--- src/rtl/le_pkg.sv ---
// le_pkg: shared sizing helpers, field offsets and types for the logic-element cluster.
// Contents:
//   lut_depth(k), le_cfg_w(k) - LUT depth and per-LE configuration width for k inputs
//   *_OFS / LUT_LSB           - field offsets within one LE slice (K=4 layout)
//   le_cfg_t                  - packed view of one LE slice for K=4
//   cfg_state_t               - configuration status states
package le_pkg;
    function automatic int lut_depth(input int k);
        return 1 << k;
    endfunction
    function automatic int le_cfg_w(input int k);
        return (1 << k) + 3;
    endfunction
    localparam int LE_K         = 4;
    localparam int LUT_LSB      = 0;
    localparam int REG_MODE_OFS = 2**LE_K;
    localparam int RST_VAL_OFS  = 2**LE_K + 1;
    localparam int CARRY_OFS    = 2**LE_K + 2;
    typedef struct packed {
        logic                    carry_mode;
        logic                    reset_val;
        logic                    reg_mode;
        logic [2**LE_K-1:0]      lut;
    } le_cfg_t;
    typedef enum logic [1:0] {S_IDLE, S_SHIFT, S_DONE, S_ERR} cfg_state_t;
endpackage

--- src/rtl/le_slice.sv ---
// le_slice: one logic element - K-input LUT, carry cell and user FF.
// Ports:
//   clk, rst   - clock, synchronous active-high reset
//   i_cfg      - this LE's configuration slice {carry_mode, reset_val, reg_mode, lut}
//   i_en       - FF enable; i_srst - user reset loading reset_val
//   i_sel      - LUT select inputs
//   i_cin      - carry in; o_cout - carry out (passes i_cin when not in carry mode)
//   o_out      - registered or combinational result, selected by reg_mode
module le_slice
    import le_pkg::*;
#(
    parameter int K = 4
) (
    input  logic                  clk,
    input  logic                  rst,
    input  logic [le_cfg_w(K)-1:0] i_cfg,
    input  logic                  i_en,
    input  logic                  i_srst,
    input  logic [K-1:0]          i_sel,
    input  logic                  i_cin,
    output logic                  o_cout,
    output logic                  o_out
);
    localparam int D = lut_depth(K);
    logic [D-1:0] w_lut;
    logic         w_carry, w_rst_val, w_reg_mode, w_p, w_g, w_f;
    logic         r_q;
    assign w_lut      = i_cfg[D-1:0];
    assign w_reg_mode = i_cfg[D];
    assign w_rst_val  = i_cfg[D+1];
    assign w_carry    = i_cfg[D+2];
    // Carry mode splits the LUT: lower half is propagate, upper half is generate.
    assign w_p    = w_lut[{1'b0, i_sel[K-2:0]}];
    assign w_g    = w_lut[{1'b1, i_sel[K-2:0]}];
    assign w_f    = w_carry ? (w_p ^ i_cin) : w_lut[i_sel];
    assign o_cout = w_carry ? (w_p ? i_cin : w_g) : i_cin;
    assign o_out  = w_reg_mode ? r_q : w_f;
    always_ff @(posedge clk) begin
        if (rst)
            r_q <= 1'b0;
        else if (i_srst)
            r_q <= w_rst_val;
        else if (i_en)
            r_q <= w_f;
    end
endmodule

--- src/rtl/le_cluster.sv ---
// le_cluster: N logic elements on one serial configuration chain with carry chain and load status.
// Ports:
//   clk, rst                 - clock, synchronous active-high reset
//   i_cfg_en, i_cfg_in       - configuration shift enable and serial data
//   o_cfg_out                - chain tail for daisy-chaining the next cluster
//   o_cfg_done, o_cfg_err    - exact-length load complete / overlong load
//   i_le_en, i_le_srst       - per-LE FF enable and user reset
//   i_le_in                  - LUT selects, LE i uses i_le_in[i*K +: K]
//   i_carry_in, o_carry_out  - ripple carry chain ends
//   o_le_out                 - LE outputs, forced to 0 until a valid load
module le_cluster
    import le_pkg::*;
#(
    parameter int N = 4,
    parameter int K = 4
) (
    input  logic           clk,
    input  logic           rst,
    input  logic           i_cfg_en,
    input  logic           i_cfg_in,
    output logic           o_cfg_out,
    output logic           o_cfg_done,
    output logic           o_cfg_err,
    input  logic [N-1:0]   i_le_en,
    input  logic [N-1:0]   i_le_srst,
    input  logic [N*K-1:0] i_le_in,
    input  logic           i_carry_in,
    output logic           o_carry_out,
    output logic [N-1:0]   o_le_out
);
    localparam int W        = le_cfg_w(K);
    localparam int CFG_BITS = N * W;
    localparam int CW       = $clog2(CFG_BITS + 1) + 1;
    localparam logic [CW-1:0] FULL = CW'(CFG_BITS);
    localparam logic [CW-1:0] SAT  = CW'(CFG_BITS + 1);
    logic [CFG_BITS-1:0] r_cfg;
    logic [CW-1:0]       r_cnt, w_cnt_nxt;
    cfg_state_t          r_state, w_state_nxt;
    logic                r_cfg_en_d, w_rise;
    logic [N:0]          w_c;
    logic [N-1:0]        w_out;
    always_ff @(posedge clk) begin
        if (rst) begin
            r_cfg      <= '0;
            r_cnt      <= '0;
            r_state    <= S_IDLE;
            r_cfg_en_d <= 1'b0;
        end else begin
            r_cnt      <= w_cnt_nxt;
            r_state    <= w_state_nxt;
            r_cfg_en_d <= i_cfg_en;
            if (i_cfg_en)
                r_cfg <= {r_cfg[CFG_BITS-2:0], i_cfg_in};
        end
    end
    // A shift beyond the full length is an error; a rising edge starts a fresh load.
    always_comb begin
        w_rise      = i_cfg_en && !r_cfg_en_d;
        w_cnt_nxt   = w_rise ? CW'(1) : (i_cfg_en && r_cnt != SAT) ? r_cnt + CW'(1) : r_cnt;
        w_state_nxt = r_state;
        if (i_cfg_en)
            w_state_nxt = (!w_rise && r_cnt >= FULL) ? S_ERR : S_SHIFT;
        else if (r_state == S_SHIFT)
            w_state_nxt = (r_cnt == FULL) ? S_DONE : S_IDLE;
    end
    assign w_c[0] = i_carry_in;
    for (genvar g = 0; g < N; g++) begin : g_le
        le_slice #(.K(K)) u_le (
            .clk    (clk),
            .rst    (rst),
            .i_cfg  (r_cfg[g*W +: W]),
            .i_en   (i_le_en[g]),
            .i_srst (i_le_srst[g]),
            .i_sel  (i_le_in[g*K +: K]),
            .i_cin  (w_c[g]),
            .o_cout (w_c[g+1]),
            .o_out  (w_out[g])
        );
    end
    assign o_cfg_out   = r_cfg[CFG_BITS-1];
    assign o_cfg_done  = (r_state == S_DONE);
    assign o_cfg_err   = (r_state == S_ERR);
    assign o_carry_out = o_cfg_done & w_c[N];
    assign o_le_out    = o_cfg_done ? w_out : '0;
endmodule

--- config.mk ---
export PLATFORM = sky130hd
export DESIGN_NAME = le_cluster
export DESIGN_NICKNAME = d
export VERILOG_FILES = /design/src/rtl/le_pkg.sv /design/src/rtl/le_slice.sv /design/src/rtl/le_cluster.sv
export SDC_FILE = /design/constraint.sdc
export NUM_CORES = 1
export LEC_CHECK = 0
export CORE_ASPECT_RATIO = 1.5
export CORE_MARGIN = 2
export CORE_UTILIZATION = 55
export DETAILED_ROUTE_END_ITERATION = 8
export PLACE_DENSITY = 0.85
export SLEW_MARGIN = 20
export SYNTH_ARGS = -nofsm -noshare
export SYNTH_HDL_FRONTEND = slang
export SYNTH_SLANG_ARGS = --single-unit
export TNS_END_PERCENT = 20
--- constraint.sdc ---
create_clock -name clk -period 6 [get_ports clk]
set_input_delay 1.8 -clock clk [delete_from_list [all_inputs] [get_ports clk]]
set_output_delay 1.8 -clock clk [all_outputs]
set_load 0.005 [all_outputs]
# After elaboration in Yosys (flattened, before gate mapping)
# Cells that the tools add are included.
word_totals:
  regBits: 91
  latch_bits: 0
  mem_bits_rw: 0
  rom_bits: 0
  input_bits: 29
  output_inout_bits: 8
  elab_cells: 100
  mem_count: 0
classes:
  addsub: 1
  mul: 0
  div_mod_pow: 0
  magnitude_cmp: 13
  eq_ne: 5
  n_shift: 0
  muxes: 55
  bitwise_logic: 5
  reduce_logical: 12
ops:
  columns: ["op", "count"]
  rows:
  - ["$lt A4 B5 Y1 const B", 8]
  - ["$mux W1", 38]
  - ["$bmux W1 S3", 8]
  - ["$lt A3 B5 Y1 const B", 4]
  - ["$bmux W1 S4", 4]
  - ["$reduce_bool A2 Y1", 6]
  - ["$add A8 B1 Y8 const B", 1]
  - ["$eq A8 B7 Y1 const B", 1]
  - ["$ge A8 B7 Y1 const B", 1]
  - ["$mux W2", 4]
  - ["$ne A8 B7 Y1 const B", 1]
  - ["$eq A2 B2 Y1 const B", 2]
  - ["$mux W4", 1]
  - ["$xor A1 B1 Y1", 4]
  - ["$logic_and A1 B1 Y1", 3]
  - ["$eq A2 B1 Y1 const B", 1]
  - ["$logic_not A1 Y1", 2]
  - ["$reduce_or A2 Y1", 1]
  - ["$and A1 B1 Y1", 1]

# Longest topological paths before layout
# Gate-level depths: netlist (run 1).
depth:
  word_depth: 12
  ltp_mapped: 8

# Modules after synthesis
# From an unflattened synthesis (run 1), not the netlist that was laid out.
hier_totals:
  hier_cells: 411
  area_unflattened_um2: 4326.6
modules_own_cells:
  columns: ["mod", "instances", "cells_per_inst", "area_each_um2", "seq_area_each_um2"]
  rows:
  - ["le_cluster", 1, 319, 3300.7, 1741.7]
  - ["le_slice", 4, 23, 256.5, 20.0]

# Worst setup path before layout (run 1)
# No wires, ideal clock.
synth_timing:
  kind: "input to output"
  start: "in i_le_in[1]"
  end: "out o_le_out[2]"
  arrival_ns: 3.326
  required_time_ns: 4.200
  path_slack_ns: 0.874
  cell_stages: 6
  n_path_buf: 0
  path_cell_list: "mux4_1 mux2_4 mux2i_4 xnor2_1 and3_4 o41ai_2"
synth_via:
  elab_chain_cells: 10
  word_cells_on_any_way: 12
  classes_between: "mux (11); bitwise (1)"
synth_lines:
  columns: ["element", "line", "text"]
  rows:
  - ["start: declaration", "le_cluster.sv:26", "input logic [N*K-1:0] i_le_in,"]
  - ["$bmux W1 S3 (on tied branches)", "le_slice.sv:34, le_slice.sv:33", null]
  - ["$mux W1 (on tied branches)", "le_slice.sv:34, le_slice.sv:33", null]
  - ["$mux W1 (*) (2 in a row)", "le_slice.sv:36", "assign o_cout = w_carry ? (w_p ? i_cin : w_g) : i_cin;"]
  - ["$mux W1", "le_slice.sv:36", null]
  - ["$mux W1 (*)", "le_slice.sv:36", null]
  - ["$xor A1 B1 Y1 (*)", "le_slice.sv:35", "assign w_f = w_carry ? (w_p ^ i_cin) : w_lut[i_sel];"]
  - ["$mux W1 (*)", "le_slice.sv:35", null]
  - ["$mux W1 (*)", "le_slice.sv:37", "assign o_out = w_reg_mode ? r_q : w_f;"]
  - ["$mux W4 (*)", "le_cluster.sv:84", "assign o_le_out = o_cfg_done ? w_out : '0;"]
  - ["end: declaration", "le_cluster.sv:29", "output logic [N-1:0] o_le_out"]
# Mark *: on every way between the ends. The rest lies on a longest branch, timed or not. The select of a mux whose other input is x is not followed.

# Worst setup path in the final report (run 1)
layout_timing:
  start: "in i_le_in[4]"
  end: "out o_carry_out"
layout_via:
  elab_chain_cells: 9
  word_cells_on_any_way: 11
  classes_between: "mux (10); bitwise (1)"
layout_lines:
  columns: ["element", "line", "text"]
  rows:
  - ["$bmux W1 S3 (on tied branches)", "le_slice.sv:34, le_slice.sv:33", null]
  - ["$mux W1 (on tied branches)", "le_slice.sv:34, le_slice.sv:33", null]
  - ["$mux W1 (*) (2 in a row)", "le_slice.sv:36", null]
  - ["$mux W1", "le_slice.sv:36", null]
  - ["$mux W1 (*)", "le_slice.sv:36", null]
  - ["$mux W1", "le_slice.sv:36", null]
  - ["$mux W1 (*)", "le_slice.sv:36", null]
  - ["$and A1 B1 Y1 (*)", "le_cluster.sv:83", "assign o_carry_out = o_cfg_done & w_c[N];"]
  - ["end: declaration", "le_cluster.sv:28", "output logic o_carry_out,"]
# Marked as above.

==> flow_metrics.py, run 1 <==
metrics = {
    "global_route": {
        "grt_pass1_wl_um": 14700,
        "grt_max_degree": 56,
        "gr-total-overflow": 0,
        "antenna_found_initial": 0,
        "grt_pass1_vias": 3267,
        "grt.total_usage": 0.214,
    },
    "die": {
        "dieArea_um2": 8550,
        "start_util": 0.564,
        "die_h_um": 112,
        "coreArea_um2": 7610,
        "ioPinCount": 37,
        "row_count": 39,
        "die_x_um": 76.2,
    },
    "drt": {
        "met3_length_um": 242,
        "wirelength_um": 8520,
        "vias": 3185,
        "routed.top_layer": "met4",
        "drc": 0,
        "wl_met1_um": 3490,
        "wl_per_cell_um": 14.5,
        "met2_length_um": 4560,
        "drt_first_pass_iters": 4,
        "drtIter0Drc": 141,
        "via_per_inst": 5.43,
        "ant_nets": 0,
    },
    "job": {
        "cap_violations": 0,
    },
    "clock_network": {
        "cts_tree": "yes",
        "clkLatencyLatePin_ps": 340,
        "cts_max_path_buffers": 2,
        "cts_root_buffer": "clkbuf_16",
        "holdBufCountCts": 0,
        "h-tree-depth": 3,
        "cts_buffers": 9,
        "clock-sinks": 91,
        "clk_pin_slew_ps": 60,
    },
    "timing": {
        "finalHoldViolations": 0,
        "final-max-slew-violation-count": 0,
        "rsz0062_at_grt": "false",
        "worst_slew_pin_slew_ps": 960,
        "slew_headroom": 0.360,
        "setup_ws_ps": 125,
        "skew_ps": 5.30,
        "period_share": 0.979,
        "fmax_ghz": 0.170,
        "period_minus_slack_ps": 5870,
        "setup_viol": 0,
    },
    "finish": {
        "syn_to_final_growth_pct": 20.7,
        "final_common_cell": "mux2i_1",
        "fill_cells": 594,
        "final_util": 0.681,
        "antenna_cells": 0,
        "layout.nets": 512,
        "drive_gt1_frac": 0.128,
        "mostFrequentLayoutCells": "96 x mux2i_1, 94 x nor2_1, 91 x dfxtp_1",
    },
    "logic_synthesis": {
        "async_flop_share": 0,
        "synthAdderAreaFrac": 0.00874,
        "synth_top_family_by_area": "multiplexers",
        "synth_top_cell_by_area": "dfxtp_1",
        "synth-edff-count": 0,
        "synth_ff_type": "dfxtp_1",
        "postSynthAreaPerCell_um2": 9.94,
        "ys_seq_elements": 91,
        "netlist_instances": 432,
        "yosysSeqAreaShare": 0.424,
        "syn-num-nets": 464,
        "synth_compound_area_frac": 0.0690,
        "syn_area_um2": 4300,
        "yosys.area.top_type_share": 0.424,
        "synth_area_leaders": "dfxtp_1 42%, mux2i_1 23%, nor2_1 8.2%, mux4_2 3.7%, xnor2_1 1.4%",
        "synth-simple-area-share": 0.142,
        "synthMuxAreaShare": 0.294,
        "synth_xor_xnor_area_share": 0.0285,
        "yosysWarningCount": 0,
        "synth_cell_types": 47,
    },
    "place": {
        "dpl.hpwl_um": 5960,
        "port_buffers": 36,
        "gp_congestion": 0.847,
        "dp_slack_ps": -373,
    },
    "critical_path": {
        "critPathKind": "in2out",
        "cp-end-kind": "output pin",
        "cp_common_cell": "clkdlybuf4s50_1",
        "reg2regPathDepth": 7,
        "crit_path_max_incr_delay_ps": 530,
        "cp_slowest_cell": "clkdlybuf4s50_1",
        "critical_path.cell_chain": "clkdlybuf4s50_1 -> buf_6 -> mux2i_1 -> nand3b_1 -> a41o_2 -> mux2i_2 -> a221oi_2 -> nor3_2 -> clkdlybuf4s50_1",
        "cp-start-kind": "input port",
        "crit_arrival_ps": 4070,
        "rrSetupSlack_ps": 3960,
        "worst-endpoint-required_ps": 4200,
        "r2r_start": "r_cfg[15]$_SDFFE_PP0P_",
        "crit_fanout": 5,
        "r2r_end": "g_le[3].u_le.r_q$_SDFFE_PP0P_",
    },
    "power": {
        "powerDensity_nw_per_um2": 245,
        "p_leak_nw": 2.18,
        "ir_drop_mv": 0.221,
    },
    "hold_path": {
        "hold_end": "g_le[1].u_le.r_q$_SDFFE_PP0P_",
        "hold_path_class": "reg2reg",
        "min_path_cells": 2,
        "min_from": "r_cfg[36]$_SDFFE_PP0P_",
    },
    "status": {
        "status": "completed",
    },
}
## worst max path at each step
stage	slack (ps)	startpoint	end
2_1_floorplan	870	i_le_in[1]	o_le_out[2]
3_3_place_gp	-290	i_le_in[1]	o_le_out[3]
3_5_place_dp	-370	i_le_in[1]	o_le_out[3]
4_1_cts	40	i_le_in[8]	o_carry_out
5_1_grt	20	i_le_in[13]	o_le_out[3]
6_report	130	i_le_in[4]	o_carry_out
## sequential cells by signal (all words and copies together) (netlist names)
register / cells
r_cfg: 76
r_state: 2
g_le.u_le.r_q: 4
r_cnt: 8
r_cfg_en_d: 1
## Yosys cell counts, types with 4 or more instances
cell,instances
a21oi_1,11
buf_1,5
clkbuf_1,16
dfxtp_1,91
inv_1,11
mux2i_1,98
mux4_2,7
nand2_1,12
nand2b_1,4
nand3_1,5
nand3b_1,5
nand4_1,5
nor2_1,94
o21ai_0,4
xnor2_1,7
xor2_1,7
## critical path: cells and delay by family
family / cells / cell delay, ps
buf+inv: 3 / 1170
compound gates: 2 / 410
mux: 2 / 400
simple gates: 2 / 280
## cells by family (layout without fill, tap and decap cells)
| kind of cell | count (synthesis) | in the layout |
|---|---|---|
| AOI/OAI and AO/OA | 38 | 38 |
| xor gates and xnor gates | 14 | 14 |
| adders and majority gates | 3 | 3 |
| buffers and inverters | 35 | 88 |
| DFF | 91 | 91 |
| muxes | 112 | 112 |
| and+or+nand+nor | 139 | 139 |
## final cells by class
class | count | area, um2 | area share
clock buffer | 14 | 254 | 0.0490
tap | 102 | 128 | 0.0246
sequential | 91 | 1820 | 0.351
clock inverter | 2 | 35.0 | 0.00676
multi-input combinational | 306 | 2360 | 0.456
timing repair buffer | 61 | 539 | 0.104
inverter | 11 | 41.3 | 0.00797
## report_power, final
part / internal [W] / switching (W) / leakage, nW
clock network: 0.000334 / 0.000214 / 0.141
registers: 0.000609 / 0.00000312 / 0.735
logic: 0.0000542 / 0.0000533 / 1.30
## per-stage QoR
| stage | cell area, um2 | TNS (ps) | hold WS [ps] | power (W) | cells |
|---|---|---|---|---|---|
| after floorplan | 4300 | 0 | 455 | 0.000690 | 432 |
| after global placement | 4840 | -939 | 471 | 0.000728 | 568 |
| after detailed placement | 4840 | -1160 | 483 | 0.000732 | 568 |
| after CTS | 5140 | 0 | 492 | 0.00128 | 585 |
| after global routing | 5180 | 0 | 516 | 0.00131 | 587 |
| final | 5180 | 0 | 491 | 0.00127 | 587 |
## timing repair
item / CTS / global route
resized for setup: 11 / 6
buffers inserted: 1 / 2
pin swaps: 3 / 1
setup endpoints to repair: 5 / 2
## metal layers
metal	vias to the layer above	track usage
met1	1529	0.223
met2	41	0.399
met5	-	0
met4	0	0.118
li1	1601	-
met3	14	0.0410
Note: power is estimated with default switching activity, not from simulation.
==> run 2: changes to the inputs <==
ABC_CLOCK_PERIOD_IN_PS = 6000   (was default)
CELL_PAD_IN_SITES_DETAIL_PLACEMENT = 0   (was default)
CELL_PAD_IN_SITES_GLOBAL_PLACEMENT = 2   (was default)
CORE_UTILIZATION = 40   (was 55)
PLACE_DENSITY = 0.94   (was 0.85)
==> run 2 against run 1 <==
Sequential cell count is the same. Routed wire length grew 0.46%. Utilization shrank 18 points. First-iteration DRC count shrank 28%. Combinational power is essentially flat. Power grew 1.6%. Via count grew 1.4%. Sequential share of layout area shrank 0.50 points.
==> flow_metrics.py, run 2 (same netlist as run 1, synthesis figures left out) <==
metrics = {
    "global_route": {
        "antenna_found_initial": 0,
        "grt.total_usage": 0.163,
        "grt_pass1_wl_um": 14800,
        "gr-total-overflow": 0,
        "grt_max_degree": 45,
        "grt_pass1_vias": 3277,
    },
    "drt": {
        "drtIter0Drc": 102,
        "vias": 3229,
        "via_per_inst": 5.10,
        "drc": 0,
        "wl_per_cell_um": 13.5,
        "ant_nets": 0,
        "wirelength_um": 8560,
        "drt_first_pass_iters": 5,
    },
    "critical_path": {
        "cp-end-kind": "output pin",
        "critPathKind": "in2out",
        "crit_arrival_ps": 3990,
        "crit_fanout": 5,
        "cp-start-kind": "input port",
        "worst-endpoint-required_ps": 4200,
        "reg2regPathDepth": 6,
    },
    "place": {
        "dp_slack_ps": -346,
        "dpl.hpwl_um": 6110,
        "port_buffers": 36,
        "gp_congestion": 0.783,
        "dp.cells": 616,
    },
    "job": {
        "cap_violations": 0,
    },
    "timing": {
        "finalHoldViolations": 0,
        "worst_slew_pin_slew_ps": 820,
        "setup_viol": 0,
        "hold_ws_ps": 486,
        "rsz0062_at_grt": "false",
        "final-max-slew-violation-count": 0,
        "slew_headroom": 0.453,
        "period_share": 0.966,
        "skew_ps": 3.94,
        "period_minus_slack_ps": 5790,
        "fmax_ghz": 0.173,
        "setup_ws_ps": 207,
    },
    "status": {
        "status": "completed",
    },
    "finish": {
        "final_common_cell": "mux2i_1",
        "layout.nets": 516,
        "antenna_cells": 0,
        "largest_reg_flops": 76,
        "mostFrequentLayoutCells": "98 x mux2i_1, 94 x nor2_1, 91 x dfxtp_1",
        "largest-register": "r_cfg",
        "final_cells": 633,
        "final_util": 0.499,
        "reg_top3": "r_cfg (76), r_cnt (8), g_le.u_le.r_q (4)",
        "fill_cells": 994,
        "drive_gt1_frac": 0.141,
        "syn_to_final_growth_pct": 22.4,
    },
    "clock_network": {
        "cts_tree": "yes",
        "h-tree-depth": 3,
        "cts_max_path_buffers": 2,
        "cts_root_buffer": "clkbuf_16",
        "cts_buffers": 9,
        "clk_pin_slew_ps": 60,
        "clkLatencyLatePin_ps": 340,
        "clock-sinks": 91,
    },
    "die": {
        "coreArea_um2": 10500,
        "ioPinCount": 37,
        "die_h_um": 131,
        "dieArea_um2": 11600,
        "row_count": 46,
        "start_util": 0.408,
        "die_x_um": 88.6,
    },
    "hold_path": {
        "hold_path_class": "reg2reg",
        "min_path_cells": 2,
    },
    "power": {
        "powerDensity_nw_per_um2": 245,
        "p_leak_nw": 2.24,
        "ir_drop_mv": 0.140,
        "power_w": 0.00129,
    },
}
## run 2: worst max-delay path: stages
cell             delay (ps)
clkdlybuf4s50_1         470
buf_4                   160
mux2i_1                 100
mux4_2                  540
xor2_1                  150
nor2_1                   50
mux2i_1                 140
o211ai_1                180
a221oi_2                270
clkbuf_2                150
## run 2: through the flow
step	area, um2	TNS (ps)
2_1_floorplan	4300	0
3_3_place_gp	4940	-986
3_5_place_dp	4940	-1090
4_1_cts	5260	0
5_1_grt	5260	0
6_report	5260	0
## run 2: timing repair
action	4_1_cts	5_1_grt
setup buffers	1	0
gates resized for setup	10	6
pin swaps	3	1
setup endpoints to repair	5	2
hold buffers	0	0
hold endpoints to repair	0	0
## run 2: area by class of cell
class / instances / area, um2 / area share
multi-input cells: 306 / 2350 / 0.447
flip-flops and latches: 91 / 1820 / 0.346
repair buffers: 65 / 559 / 0.106
clock buffers: 10 / 239 / 0.0454
well taps: 144 / 180 / 0.0343
clock inverters: 6 / 65.1 / 0.0124
inverters: 11 / 41.3 / 0.00785
## run 2: path summary, 6_finish.rpt
| path | to | startpoint | slack, ps |
|---|---|---|---|
| min reg2reg | g_le[1].u_le.r_q$_SDFFE_PP0P_ | r_cfg[36]$_SDFFE_PP0P_ | 490 |
| max reg2reg | g_le[1].u_le.r_q$_SDFFE_PP0P_ | r_cfg[11]$_SDFFE_PP0P_ | 3890 |
| min | g_le[1].u_le.r_q$_SDFFE_PP0P_ | r_cfg[36]$_SDFFE_PP0P_ | 490 |
| max | o_le_out[3] | i_le_in[13] | 210 |
## run 2: report_power, final
group,leakage [nW],internal [W],switching [W]
clock,0.148,0.000334,0.000233
combinational,1.35,0.0000556,0.0000532
sequential,0.735,0.000608,0.00000309
total,2.24,0.000998,0.000289
## run 2: routing by layer
metal  vias to the layer above  routed length (um)  global-route usage
met4                         0                 170              0.0677
met5                         -                   0                   0
li1                       1617                   -                   -
met2                        43                4460               0.294
met3                        11                 296              0.0377
met1                      1558                3630               0.183
==> run 3: changes to the inputs <==
CORE_UTILIZATION = 41   (was 40)
CTS_CLUSTER_DIAMETER = 50   (was default)
SYNTH_HIERARCHICAL = 1   (was default)
==> run 3 against run 2 <==
Clock power fell by 7.2%. Register-to-register slack got worse by 450 ps. Die area fell by 1.7%. Combinational power fell by 16%.
==> flow_metrics.py, run 3 <==
metrics = {
    "status": {
        "status": "completed",
    },
    "critical_path": {
        "critPathKind": "in2out",
        "crit_fanout": 4,
        "reg2regPathDepth": 11,
        "crit_arrival_ps": 4150,
        "cp-start-kind": "input port",
        "worst-endpoint-required_ps": 4200,
        "cp-end-kind": "output pin",
    },
    "timing": {
        "final-max-slew-violation-count": 0,
        "finalHoldViolations": 0,
        "setup_tns_ps": 0,
        "fmax_ghz": 0.168,
        "worst_slew_pin_slew_ps": 970,
        "skew_ps": 7.41,
        "period_share": 0.992,
        "rsz0062_at_grt": "true",
        "setup_viol": 0,
        "period_minus_slack_ps": 5950,
        "slew_headroom": 0.354,
    },
    "die": {
        "die_x_um": 87.9,
        "ioPinCount": 37,
        "dieArea_um2": 11400,
        "start_util": 0.425,
        "coreArea_um2": 10200,
        "die_h_um": 130,
        "row_count": 45,
    },
    "finish": {
        "final_common_cell": "dfxtp_1",
        "layout.nets": 482,
        "antenna_cells": 0,
        "largest-register": "r_cfg",
        "largest_reg_flops": 76,
        "syn_to_final_growth_pct": 18.5,
        "mostFrequentLayoutCells": "91 x dfxtp_1, 81 x mux2i_1, 81 x nor2_1",
        "reg_top3": "r_cfg (76), r_cnt (8), g_le.u_le/r_q (4)",
        "drive_gt1_frac": 0.143,
        "fill_cells": 970,
    },
    "drt": {
        "ant_nets": 0,
        "wl_per_cell_um": 14.1,
        "via_per_inst": 5.21,
        "drc": 0,
        "drtIter0Drc": 139,
        "vias": 3103,
        "drt_first_pass_iters": 4,
        "wirelength_um": 8390,
    },
    "clock_network": {
        "h-tree-depth": 3,
        "clkLatencyLatePin_ps": 340,
        "cts_max_path_buffers": 2,
        "clk_pin_slew_ps": 60,
        "cts_root_buffer": "clkbuf_16",
        "clock-sinks": 91,
        "holdBufCountCts": 0,
        "cts_tree": "yes",
        "cts_buffers": 9,
    },
    "logic_synthesis": {
        "ys_seq_elements": 91,
        "synth_ff_type": "dfxtp_1",
        "async_flop_share": 0,
        "syn-num-nets": 443,
        "netlist_instances": 411,
        "synth_area_leaders": "dfxtp_1 42%, mux2i_1 19%, mux4_1 9.7%, nor2_1 7.0%, mux2_2 2.1%",
        "yosysMostFrequentCell": "dfxtp_1",
        "ys_top_cells_by_count": "91 x dfxtp_1, 83 x mux2i_1, 81 x nor2_1, 18 x nand2_1, 16 x mux4_1",
        "yosys.area.top_type_share": 0.421,
        "synth_cell_types": 36,
        "synth-edff-count": 0,
        "postSynthAreaPerCell_um2": 10.5,
        "yosysSeqAreaShare": 0.421,
        "yosysWarningCount": 6,
        "syn_area_um2": 4330,
        "synth_top_cell_by_area": "dfxtp_1",
    },
    "place": {
        "port_buffers": 36,
        "gp_congestion": 0.791,
        "dpl.hpwl_um": 5870,
    },
    "global_route": {
        "grt.total_usage": 0.158,
        "gr-total-overflow": 0,
        "grt_max_degree": 83,
        "antenna_found_initial": 0,
        "grt_pass1_vias": 3010,
        "grt_pass1_wl_um": 14100,
    },
    "hold_path": {
        "min_path_cells": 2,
        "hold_path_class": "reg2reg",
    },
    "job": {
        "cap_violations": 0,
    },
    "power": {
        "powerDensity_nw_per_um2": 240,
        "ir_drop_mv": 0.141,
        "p_leak_nw": 2.18,
        "power_w": 0.00123,
    },
}
run 3: changes by cell type after synthesis, sizes merged, moves of 6 or more:
cell    previous run  this run
clkbuf            16         7
mux2i            100        87
mux4               9        16
nand2             12        18
nor2              94        81
nor3               2         9
xnor2              7         0
xor2               7         0
run 3: per-layer routing:
| layer | share of wire | vias up | track usage |
|---|---|---|---|
| met5 | 0 | - | 0 |
| met4 | 0.024 | 0 | 0.0842 |
| met3 | 0.022 | 12 | 0.0196 |
| met2 | 0.52 | 38 | 0.271 |
| met1 | 0.43 | 1503 | 0.190 |
| li1 | - | 1550 | - |
run 3: through the flow:
| step | instances | cell area [um2] | utilization | setup WS, ps | hold slack [ps] |
|---|---|---|---|---|---|
| floorplan | 411 | 4330 | - | 268 | 473 |
| global placement | 578 | 4820 | 0.473 | -916 | 492 |
| detailed placement | 578 | 4820 | 0.473 | -986 | 504 |
| CTS | 596 | 5110 | 0.501 | -98.7 | 515 |
| global route | 596 | 5130 | 0.503 | -63.7 | 541 |
| finish | 596 | 5130 | 0.503 | 46.1 | 510 |
run 3: final cells by class:
cell class | count | area, um2 | share of cell area
multi-input combinational | 286 | 2360 | 0.461
sequential | 91 | 1820 | 0.355
timing repair buffer | 48 | 434 | 0.0847
clock buffer | 10 | 229 | 0.0447
tap | 141 | 176 | 0.0344
inverter | 14 | 52.6 | 0.0102
clock inverter | 6 | 51.3 | 0.0100
run 3: final timing paths:
kind                                        end                   from  slack (ps)
setup reg to reg  g_le[3].u_le/r_q$_SDFFE_PP0P_  r_cfg[5]$_SDFFE_PP0P_        3440
hold reg to reg           r_cnt[7]$_SDFFE_PP0P_  r_cnt[7]$_SDFFE_PP0P_         510
hold / removal            r_cnt[7]$_SDFFE_PP0P_  r_cnt[7]$_SDFFE_PP0P_         510
setup / recovery                    o_le_out[3]             i_le_in[0]          50
run 3: repair_timing:
item / CTS / global route
buffers inserted: 2 / 0
resized for setup: 29 / 11
endpoints found under the setup margin: 5 / 4
pin swaps: 2 / 1
run 3: critical path, stage by stage:
cell and delay, ps:
buf_12 90, mux4_2 520, mux2i_4 170, nand2_2 80, mux2_4 310, mux2_4 280
mux2_4 290, nand2_4 80, nand2_2 60, mux2i_4 160, o31ai_2 80, and2_1 130
clkbuf_2 100
run 3: kinds of logic (layout without fill, tap and decap cells):
family          Yosys count  after routing  synth area share
buf+inv                  34             78            0.0370
compound gates           34             34            0.0590
mux                     111            111             0.331
simple gates            138            138             0.143
fa+ha+maj                 3              3           0.00868
flops                    91             91             0.421
run 3: power by group:
group / leakage (nW) / internal (W) / switching (W)
Clock: 0.133 / 0.000285 / 0.000241
Sequential: 0.735 / 0.000608 / 0.00000390
Combinational: 1.31 / 0.0000459 / 0.0000457
Total: 2.18 / 0.000939 / 0.000290
